--- src/rtl/clkgen_prog_ctrl.sv ---
// Programs M/D values into DCM_CLKGEN channels over the shared PROGEN/PROGDATA
// serial port, then waits for PROGDONE and LOCKED with a per-state timeout.
module clkgen_prog_ctrl #(
  parameter int NUM_CH  = 2,
  parameter int TIMEOUT = 65535
) (
  input  logic              clk_i,
  input  logic              rst_ni,
  input  logic              req_i,
  input  logic [1:0]        ch_sel_i,
  input  logic [7:0]        mult_i,
  input  logic [7:0]        div_i,
  output logic              busy_o,
  output logic              done_o,
  output logic              err_o,
  output logic [1:0]        err_code_o,
  output logic [NUM_CH-1:0] progen_o,
  output logic              progdata_o,
  input  logic [NUM_CH-1:0] progdone_i,
  input  logic [NUM_CH-1:0] locked_i
);

  localparam logic [3:0] IDLE      = 4'd0;
  localparam logic [3:0] CHK       = 4'd1;
  localparam logic [3:0] LOAD_D    = 4'd2;
  localparam logic [3:0] GAP1      = 4'd3;
  localparam logic [3:0] LOAD_M    = 4'd4;
  localparam logic [3:0] GAP2      = 4'd5;
  localparam logic [3:0] GO        = 4'd6;
  localparam logic [3:0] WAIT_DONE = 4'd7;
  localparam logic [3:0] WAIT_LOCK = 4'd8;

  localparam logic [2:0]  NUM_CH_W = 3'(NUM_CH);
  localparam logic [15:0] TMO_LAST = 16'(TIMEOUT - 1);

  logic [1:0]        rstSync_q;
  logic [3:0]        state_q, state_d;
  logic [1:0]        chSel_q, chSel_d;
  logic [7:0]        mult_q, mult_d;
  logic [7:0]        div_q, div_d;
  logic [3:0]        bitCnt_q, bitCnt_d;
  logic [9:0]        shift_q, shift_d;
  logic [15:0]       tmo_q, tmo_d;
  logic [1:0]        errCode_q, errCode_d;
  logic              busy_q, busy_d;
  logic              done_q, done_d;
  logic              err_q, err_d;
  logic [NUM_CH-1:0] progen_q, progen_d;
  logic              progdata_q, progdata_d;
  logic [NUM_CH-1:0] chMask;
  logic              progdoneHit;
  logic              lockedHit;

  // Reset is asserted asynchronously but released only after two clock edges.
  always_ff @(posedge clk_i or negedge rst_ni) begin
    if (!rst_ni) rstSync_q <= 2'b00;
    else         rstSync_q <= {rstSync_q[0], 1'b1};
  end

  always_comb begin
    chMask = '0;
    for (int i = 0; i < NUM_CH; i++) chMask[i] = (chSel_q == 2'(i));
    progdoneHit = |(progdone_i & chMask);
    lockedHit   = |(locked_i & chMask);
  end

  always_comb begin
    state_d   = state_q;
    chSel_d   = chSel_q;
    mult_d    = mult_q;
    div_d     = div_q;
    bitCnt_d  = bitCnt_q;
    shift_d   = shift_q;
    tmo_d     = tmo_q;
    errCode_d = errCode_q;
    done_d    = 1'b0;
    err_d     = 1'b0;
    case (state_q)
      IDLE: begin
        if (req_i && rstSync_q[1]) begin
          chSel_d   = ch_sel_i;
          mult_d    = mult_i;
          div_d     = div_i;
          errCode_d = 2'd0;
          state_d   = CHK;
        end
      end
      CHK: begin
        if (mult_q < 8'd2 || div_q == 8'd0 || {1'b0, chSel_q} >= NUM_CH_W) begin
          err_d     = 1'b1;
          errCode_d = 2'd1;
          state_d   = IDLE;
        end else begin
          // Shifted out LSB first: header 1,0 then D-1
          shift_d  = {div_q - 8'd1, 2'b01};
          bitCnt_d = 4'd0;
          state_d  = LOAD_D;
        end
      end
      LOAD_D: begin
        shift_d  = {1'b0, shift_q[9:1]};
        bitCnt_d = bitCnt_q + 4'd1;
        if (bitCnt_q == 4'd9) state_d = GAP1;
      end
      GAP1: begin
        shift_d  = {mult_q - 8'd1, 2'b11};
        bitCnt_d = 4'd0;
        state_d  = LOAD_M;
      end
      LOAD_M: begin
        shift_d  = {1'b0, shift_q[9:1]};
        bitCnt_d = bitCnt_q + 4'd1;
        if (bitCnt_q == 4'd9) state_d = GAP2;
      end
      GAP2: state_d = GO;
      GO: begin
        tmo_d   = 16'd0;
        state_d = WAIT_DONE;
      end
      WAIT_DONE: begin
        if (progdoneHit) begin
          tmo_d   = 16'd0;
          state_d = WAIT_LOCK;
        end else if (tmo_q == TMO_LAST) begin
          err_d     = 1'b1;
          errCode_d = 2'd2;
          state_d   = IDLE;
        end else begin
          tmo_d = tmo_q + 16'd1;
        end
      end
      WAIT_LOCK: begin
        if (lockedHit) begin
          done_d    = 1'b1;
          errCode_d = 2'd0;
          state_d   = IDLE;
        end else if (tmo_q == TMO_LAST) begin
          err_d     = 1'b1;
          errCode_d = 2'd3;
          state_d   = IDLE;
        end else begin
          tmo_d = tmo_q + 16'd1;
        end
      end
      default: state_d = IDLE;
    endcase

    // Outputs are decoded from the next state so they come straight off flops.
    busy_d     = (state_d != IDLE);
    progen_d   = (state_d == LOAD_D || state_d == LOAD_M || state_d == GO) ? chMask : '0;
    progdata_d = (state_d == LOAD_D || state_d == LOAD_M) ? shift_d[0] : 1'b0;
  end

  always_ff @(posedge clk_i or negedge rst_ni) begin
    if (!rst_ni) begin
      state_q    <= IDLE;
      chSel_q    <= 2'd0;
      mult_q     <= 8'd0;
      div_q      <= 8'd0;
      bitCnt_q   <= 4'd0;
      shift_q    <= 10'd0;
      tmo_q      <= 16'd0;
      errCode_q  <= 2'd0;
      busy_q     <= 1'b0;
      done_q     <= 1'b0;
      err_q      <= 1'b0;
      progen_q   <= '0;
      progdata_q <= 1'b0;
    end else begin
      state_q    <= state_d;
      chSel_q    <= chSel_d;
      mult_q     <= mult_d;
      div_q      <= div_d;
      bitCnt_q   <= bitCnt_d;
      shift_q    <= shift_d;
      tmo_q      <= tmo_d;
      errCode_q  <= errCode_d;
      busy_q     <= busy_d;
      done_q     <= done_d;
      err_q      <= err_d;
      progen_q   <= progen_d;
      progdata_q <= progdata_d;
    end
  end

  assign busy_o     = busy_q;
  assign done_o     = done_q;
  assign err_o      = err_q;
  assign err_code_o = errCode_q;
  assign progen_o   = progen_q;
  assign progdata_o = progdata_q;

endmodule

--- config.mk ---
export PLATFORM = sky130hd
export DESIGN_NAME = clkgen_prog_ctrl
export DESIGN_NICKNAME = d
export VERILOG_FILES = /design/src/rtl/clkgen_prog_ctrl.sv
export SDC_FILE = /design/constraint.sdc
export NUM_CORES = 1
export LEC_CHECK = 0
export CAP_MARGIN = 20
export CORE_UTILIZATION = 50
export CTS_CLUSTER_SIZE = 20
export DETAILED_ROUTE_END_ITERATION = 10
export MAX_ROUTING_LAYER = met4
export PLACE_DENSITY = 0.82
export SLEW_MARGIN = 5
export SYNTH_ARGS = -nofsm -noshare
export SYNTH_HDL_FRONTEND = slang
export SYNTH_SLANG_ARGS = --single-unit
export TNS_END_PERCENT = 20
--- constraint.sdc ---
create_clock -name clk_i -period 2.71 [get_ports clk_i]
set_input_delay 0.6775 -clock clk_i [delete_from_list [all_inputs] [get_ports clk_i]]
set_output_delay 0.6775 -clock clk_i [all_outputs]
set_load 0.02 [all_outputs]
# Word-level counts from Yosys, hierarchy flattened
# Index checks and enable logic that the tools add are counted.
# op_classes
add_sub_neg	4
magnitude_cmp	2
n_eq_ne	21
mux	32
n_bitwise	2
reduce_logical	19
# op_table
operator	count
$mux 16	3
$pmux 16 s3	1
$pmux 4 s9	1
$pmux 10 s3	1
$mux 4	7
$eq 4x3->1 const B	6
$add 16x1->16 const B	1
$eq 16x16->1 const B	1
$mux 2	8
$sub 8x1->8 const B	2
$eq 4x2->1 const B	3
$ne 2x2->1 const B	6
$pmux 4 s3	1
$mux 10	1
$eq 4x4->1 const B	2
$logic_not 8->1	1
$lt 8x2->1 const B	1
$pmux 2 s4	1
$reduce_bool 4->1	2
$mux 1	7
$reduce_and 2->1	3
$reduce_and 6->1	1
$reduce_bool 3->1	2
$reduce_or 2->1	3
other kinds (11)	15
# totals
register_bits	62
input_bits	25
output_inout_bits	8
elab_cells	95

# Logic depth before layout (Yosys ltp)
# Gate-level depths: netlist of run 1.
# logic_depth
word_depth	9
ltp_mapped	9
depth_no_buf	7

# Worst setup path after synthesis of run 1
# OpenSTA, ideal clock, no wires.
# synth_timing
kind	reg-to-reg
start	reg div_q[0]
end	reg busy_q, in the netlist busy_o
setup_time_ns	0.139
t_arrival_ns	1.970
t_required_ns	2.571
path_slack_ns	0.602
stages_incl_launch_ff	8
n_path_buf	0
synth_period_minus_slack_ns	2.108
cell_sequence	dfrtp_1 -> inv_1 -> ha_1 -> nor4b_1 -> a22oi_1 -> a21oi_1 -> o21ai_0 -> or4_1
# synth_via
elab_chain_len	6
# synth_lines
item	line_no	text
start: declaration	40	logic [7:0] div_q, div_d;
start signal: assignment	173	div_q <= div_d;
$logic_not 8->1	89	if (mult_q < 8'd2 || div_q == 8'd0 || {1'b0, chSel_q} >= NUM_CH_W) begin
$logic_or 1x1->1 (2 in a row)	89	
$mux 2	89	
$pmux 4 s9	78	case (state_q)
net state_d[1]	37	logic [3:0] state_q, state_d;
$reduce_bool 4->1	149	busy_d = (state_d != IDLE);
net busy_d	45	logic busy_q, busy_d;
end signal: assignment	178	busy_q <= busy_d;
end: declaration	45	
# The timed path passes the listed nets, and every way through them passes these cells.
# A chain may end at the register's enable or synchronous reset.

# Worst setup path in the final report of run 1
# Same ends and word-level chain as after synthesis.

==> results.md, run 1 <==
- Nets: slightly below 400
- Number of global-route vias before repair: roughly 2600
- Routed wire length: roughly 7 mm
- Core area: roughly 6400 um^2
- Ys Warns: 0
- Maximum vdd drop: between 0.6 and 0.7 mV
- # H-tree levels: 3
- Diode count: 0
- Count of cell types in the netlist: 59
- # IOs: 33
- Final-report max-slew violation count: 0
- Syn Inst Count: approximately 310
- Final TNS setup: 0 ps
- PnR Total Power: around 3900 uW
- Placer Congestion: 0.887
- Worst Hold Class: in -> async
- Gr usage total: 0.223
- Most common cell after layout, fill and taps aside: dfrtp_1
- Post-Layout Cell Count: approximately 440
- First-pass GRT wire length: approximately 12 mm
- Clock sink total: 62
- Synthesized area: between 3000 and 4000 um^2
- Initial core utilization: 0.518
- Post-synth EDFFs: 0
- Initial antenna violation count: 0
- Highest Clock Rate: about 410 MHz
- CP endpoint kind: flip-flop
- Die X: approximately 83 um
- DR DRC count: 0
- R2R cell count: 7
- Clock latency at the later pin of the worst-skew pair: about 340 ps
- TritonCTS Buffers: 9
- Synth Register Bits: 62
- Worst Path Max Fanout: 5
- Tmin final: 2420 ps
- R2r setup slk: approximately 300 ps
- Layout cells sized above 1: 0.181
- RR Endpoint: busy_o
- Fin crit share: 0.891
- Measured slew at the worst slew-check pin: about 620 ps
- IO Port Bufs: 32
- PD cells: between 900 and 1000 nW/um^2
- Ys flop type: dfrtp_1
- Die ar.: 6950 um^2
- Final setup fails: 0
- Worst setup margin: ~290 ps
- Skew final: 5.70 ps
- FFs w/ async S/R, synth: 1.00
- CTS tree: yes
- Vias/cell: around 6.0
- DP Wirelength: ~5.2 mm
- Clock transition at the registers of the reported paths: 60 ps
- 1st-pass router iterations: 5
- Multi-input gate area: 1630 um^2
- Clk root buf: clkbuf_8
- Layout fillers: roughly 500
- Syn Nets: 343
- Die Ht: approximately 83 um
- RSZ-0062 raised after global routing: false
- Rows: 29
- Antenna Violating Nets Remaining: 0
- Most frequent cells in the layout: dfrtp_1, clkdlybuf4s50_1, nand2_1
- Placed cell count: 428
- Drt wl/cell: around 16 um
- Crit path DAT: 2620 ps
- Clock Tree Buf Depth: 2
- Status: complete, no violations
- Seq/Total Area, Yosys: 0.469
- Largest net degree at the start of global routing: 28
- Critical Path Source Type: flip-flop
- Grt total ovfl: 0
- Worst Path Required: ~2900 ps
- Worst Setup SP: div_q[0]
- Place WS: between 30 and 40 ps
- Synthesis-to-layout area growth: 19.3%
- Worst relative slew slack: 0.585
- Final Hold Vio Count: 0
- Reg-to-reg startpoint: div_q[0]
- CP Class: reg -> reg
- DRT iter0 DRCs: roughly 160
- FF+latch area: 1550 um^2
- Vias: between 2000 and 3000
- Max-cap viol count: 0
- Synth Area per Inst: 10.6 um^2
- Leakage: 0.00176 uW
-- worst max-delay path, stage by stage (launching register included) --
cell	delay [ps]
dfrtp_1	420
inv_1	80
ha_1	220
nor4b_1	330
a22oi_1	170
a21oi_2	320
o21ai_0	170
or4_1	560
-- worst max path at each step --
stage / depth (start not counted) / endpoint / slack, ps
after floorplan: 7 / busy_o / 600
final: 7 / busy_o / 290
after global routing: 7 / busy_o / 150
after detailed placement: 7 / bitCnt_q[0] / 40
after CTS: 7 / bitCnt_q[0] / 40
after global placement: 7 / bitCnt_q[0] / 80
-- layer usage --
metal / share of wire / vias to the layer above / track usage / routed length [um]
met2: 0.52 / 86 / 0.367 / 3640
li1: - / 1247 / - / -
met3: 0.045 / 13 / 0.0517 / 314
met5: 0 / - / - / 0
met4: 0.016 / 0 / 0.0956 / 110
met1: 0.42 / 1278 / 0.263 / 2920
-- flip-flops by register name, summed over array words and instances, names as in the netlist, 4 cells and up --
signal	cells
tmo_q	16
state_q	4
div_q	8
mult_q	8
shift_q	10
bitCnt_q	4
-- power by group --
group	internal, uW	leakage [uW]	switching, uW
Combinational	823	0.000873	839
Sequential	1230	0.000797	305
Clock	363	0.0000869	332
Total	2410	0.00176	1480
-- final cells by class --
| class | count | area share |
|---|---|---|
| Timing Repair Buffer | 50 | 0.114 |
| Sequential cell | 62 | 0.393 |
| Tap cell | 77 | 0.0244 |
| Inverter | 15 | 0.0143 |
| Clock buffer | 11 | 0.0384 |
| Multi-Input combinational cell | 224 | 0.413 |
| Clock inverter | 2 | 0.00254 |
-- cells in the mapped netlist, types with 7 or more instances --
master	instances	share of area
dfrtp_1	62	0.47
nand2_1	29	0.033
mux2_2	20	0.068
a21oi_1	18	0.027
inv_1	15	0.017
a21o_1	12	0.027
nor2_1	12	0.014
nor3_1	10	0.015
o21ai_0	9	0.014
nand3_1	8	0.012
o221ai_1	7	0.019
xnor2_1	7	0.019
xor2_1	7	0.019
-- cells by family after synthesis --
| family | synth area share |
|---|---|
| simple gates | 0.177 |
| compound gates | 0.158 |
| flops | 0.469 |
| mux | 0.0904 |
| buf+inv | 0.0420 |
| xor+xnor | 0.0371 |
| fa+ha+maj | 0.0257 |
| other cells | 0.00113 |
-- stage by stage --
stage,utilization,hold slack (ps),area [um^2]
floorplan,-,331,3310
global placement,0.591,335,3770
detailed placement,0.591,357,3770
CTS,0.616,352,3930
global route,0.618,374,3950
finish,0.618,346,3950
-- what timing repair did --
action,CTS,global route
setup endpoints to repair,0,14
hold buffers,0,0
hold endpoints to repair,0,0
resized for setup,0,2
setup buffers,0,0
Note: power is estimated with default switching activity, not from simulation.
==> run 2: changes to the inputs <==
- MAX_ROUTING_LAYER: met4 -> not set
- SLEW_MARGIN: 5 -> 10
==> run 2 against run 1 <==
Routed wire length rose by 0.83%. Critical path depth is the same. Non-clock buffer count is the same. Global-route usage decreased by 0.57 points. Largest cell class unchanged. Register-to-register slack barely moved.
==> results.md, run 2 (synthesis results as in run 1) <==
- Largest net degree at the start of global routing: 28
- DP Wirelength: around 5.2 mm
- Critical Path Source Type: flip-flop
- Die Ht: 83.3 um
- CTS tree: yes
- CP endpoint kind: flip-flop
- Reg-to-reg startpoint: div_q[0]
- Buf/Inv on CP: 1
- R2r setup slk: 300 ps
- Clock Tree Buf Depth: 2
- 1st-pass router iterations: 4
- Clock transition at the registers of the reported paths: about 60 ps
- Highest Clock Rate: between 400 and 500 MHz
- Routed wire length: roughly 7 mm
- Die X: roughly 83 um
- Post_cts resized: 0
- Die ar.: about 6900 um^2
- Post-CTS setup buffer count: 0
- Largest register FFs: 16
- Nets: slightly below 400
- Placer Congestion: a little under 0.9
- Core area: 6390 um^2
- Tmin final: 2410 ps
- CP Class: reg -> reg
- Final TNS setup: 0 ps
- # H-tree levels: 3
- Vias: between 2000 and 3000
- CP Cell Sequence: inv_1, ha_1, nor4b_1, a22oi_1, a21oi_2, o21ai_0, or4_1
- Clock latency at the later pin of the worst-skew pair: 340 ps
- Fin crit share: 0.888
- Most frequent cells in the layout: dfrtp_1, clkdlybuf4s50_1, nand2_1
- Worst path max stage delay: 560 ps
- Worst relative slew slack: 0.580
- Most flops, register: tmo_q
- Rows: 29
- Number of global-route vias before repair: 2608
- Final-report max-slew violation count: 0
- Clock sink total: 62
- Worst Hold Class: in -> async
- Worst Path Required: between 2000 and 3000 ps
- Biggest registers after layout: tmo_q: 16 flops, shift_q: 10 flops
- RR Endpoint: busy_o
- Combinational fraction of design power: 0.428
- Clk root buf: clkbuf_8
- Final Hold Vio Count: 0
- Drt wl/cell: 16.0 um
- Vias/cell: a little under 6
- Initial antenna violation count: 0
- PD cells: between 900 and 1000 nW/um^2
- Layout cells sized above 1: 0.181
- Net Sw Frac: 0.380
- Measured slew at the worst slew-check pin: between 600 and 700 ps
- Slowest-stage cell, CP: or4_1
- Max-cap viol count: 0
- Leakage: 0.00176 uW
- Final setup fails: 0
- Worst Path Max Fanout: 5
- Int Power: approximately 2400 uW
- Grt total ovfl: 0
- Clock power frac: 0.179
- PnR Total Power: 3890 uW
- First-pass GRT wire length: 11.9 mm
- Gr usage total: 0.217
- Crit path DAT: between 2000 and 3000 ps
- Skew final: around 5.8 ps
- NetSw: 1480 uW
- Synthesis-to-layout area growth: 19.3%
- DR DRC count: 0
- RSZ-0062 raised after global routing: false
- Most common cell after layout, fill and taps aside: dfrtp_1
- Final instance area: about 3900 um^2
- TritonCTS Buffers: 9
- Maximum vdd drop: between 0.6 and 0.7 mV
- Seq pwr share: 0.394
- Diode count: 0
- R2R cell count: 7
- IO Port Bufs: 32
- Status: complete, no violations
- DRT iter0 DRCs: 177
- Hold-fix buffers at CTS: 0
- Antenna Violating Nets Remaining: 0
- CP delay by family, top: simple AND/OR/NAND/NOR gates
- Initial core utilization: 0.518
- Placed Instance Area: between 3000 and 4000 um^2
- # IOs: 33
[run 2: cell counts in the layout (fill, tap and decap cells not counted)]
No cell type changed its count.
[run 2: how the worst max path moves through the flow]
stage                            from     endpoint  cells past startpoint
after detailed placement  locked_i[1]  bitCnt_q[0]                      7
after global routing         div_q[0]       busy_o                      7
after CTS                    div_q[0]  bitCnt_q[0]                      7
final                        div_q[0]       busy_o                      7
after global placement    locked_i[1]  bitCnt_q[0]                      7
after floorplan              div_q[0]       busy_o                      7
[run 2: per-layer routing]
metal | vias to the layer above | share of wire | wire length, um | GRT usage
met5 | - | 0 | 0 | 0
met4 | 0 | 0.017 | 121 | 0.0956
met3 | 14 | 0.045 | 319 | 0.0557
met2 | 83 | 0.51 | 3610 | 0.367
met1 | 1284 | 0.42 | 2990 | 0.262
li1 | 1247 | - | - | -
[run 2: power groups by stage]
stage / Combinational, uW / Clock (uW) / Sequential [uW]
4_1_cts: 1650 / 713 / 1530
3_3_place_gp: 1580 / 0 / 1530
3_5_place_dp: 1640 / 0 / 1540
2_1_floorplan: 1210 / 0 / 1510
5_1_grt: 1820 / 746 / 1580
6_report: 1660 / 695 / 1530
[run 2: worst reg2reg max path, delay by kind of cell, from the launching register on]
family                     cells  cell delay [ps]
adders and majority gates      1              220
buffers and inverters          1               80
and+or+nand+nor                2              890
DFF                            1              430
AOI/OAI and AO/OA              3              660
[run 2: layout make-up]
class	count	area, um^2
flip-flops and latches	62	1550
multi-input cells	224	1630
well taps	77	96.3
clock inverters	2	10.0
clock buffers	11	151
inverters	15	56.3
repair buffers	50	450
fillers	510	2440
[run 2: through the flow]
step | std cells | util | worst slack (ps) | hold slack, ps
floorplan | 312 | - | 602 | 331
global placement | 428 | 0.591 | 83.1 | 335
detailed placement | 428 | 0.591 | 36.8 | 357
CTS | 441 | 0.616 | 39.2 | 352
global route | 441 | 0.618 | 150 | 371
finish | 441 | 0.618 | 303 | 347
==> run 3: changes to the inputs <==
- CTS_CLUSTER_DIAMETER: not set -> 40
==> results of run 3 <==
Final layout, timing and power as in run 2 (identical DEF).
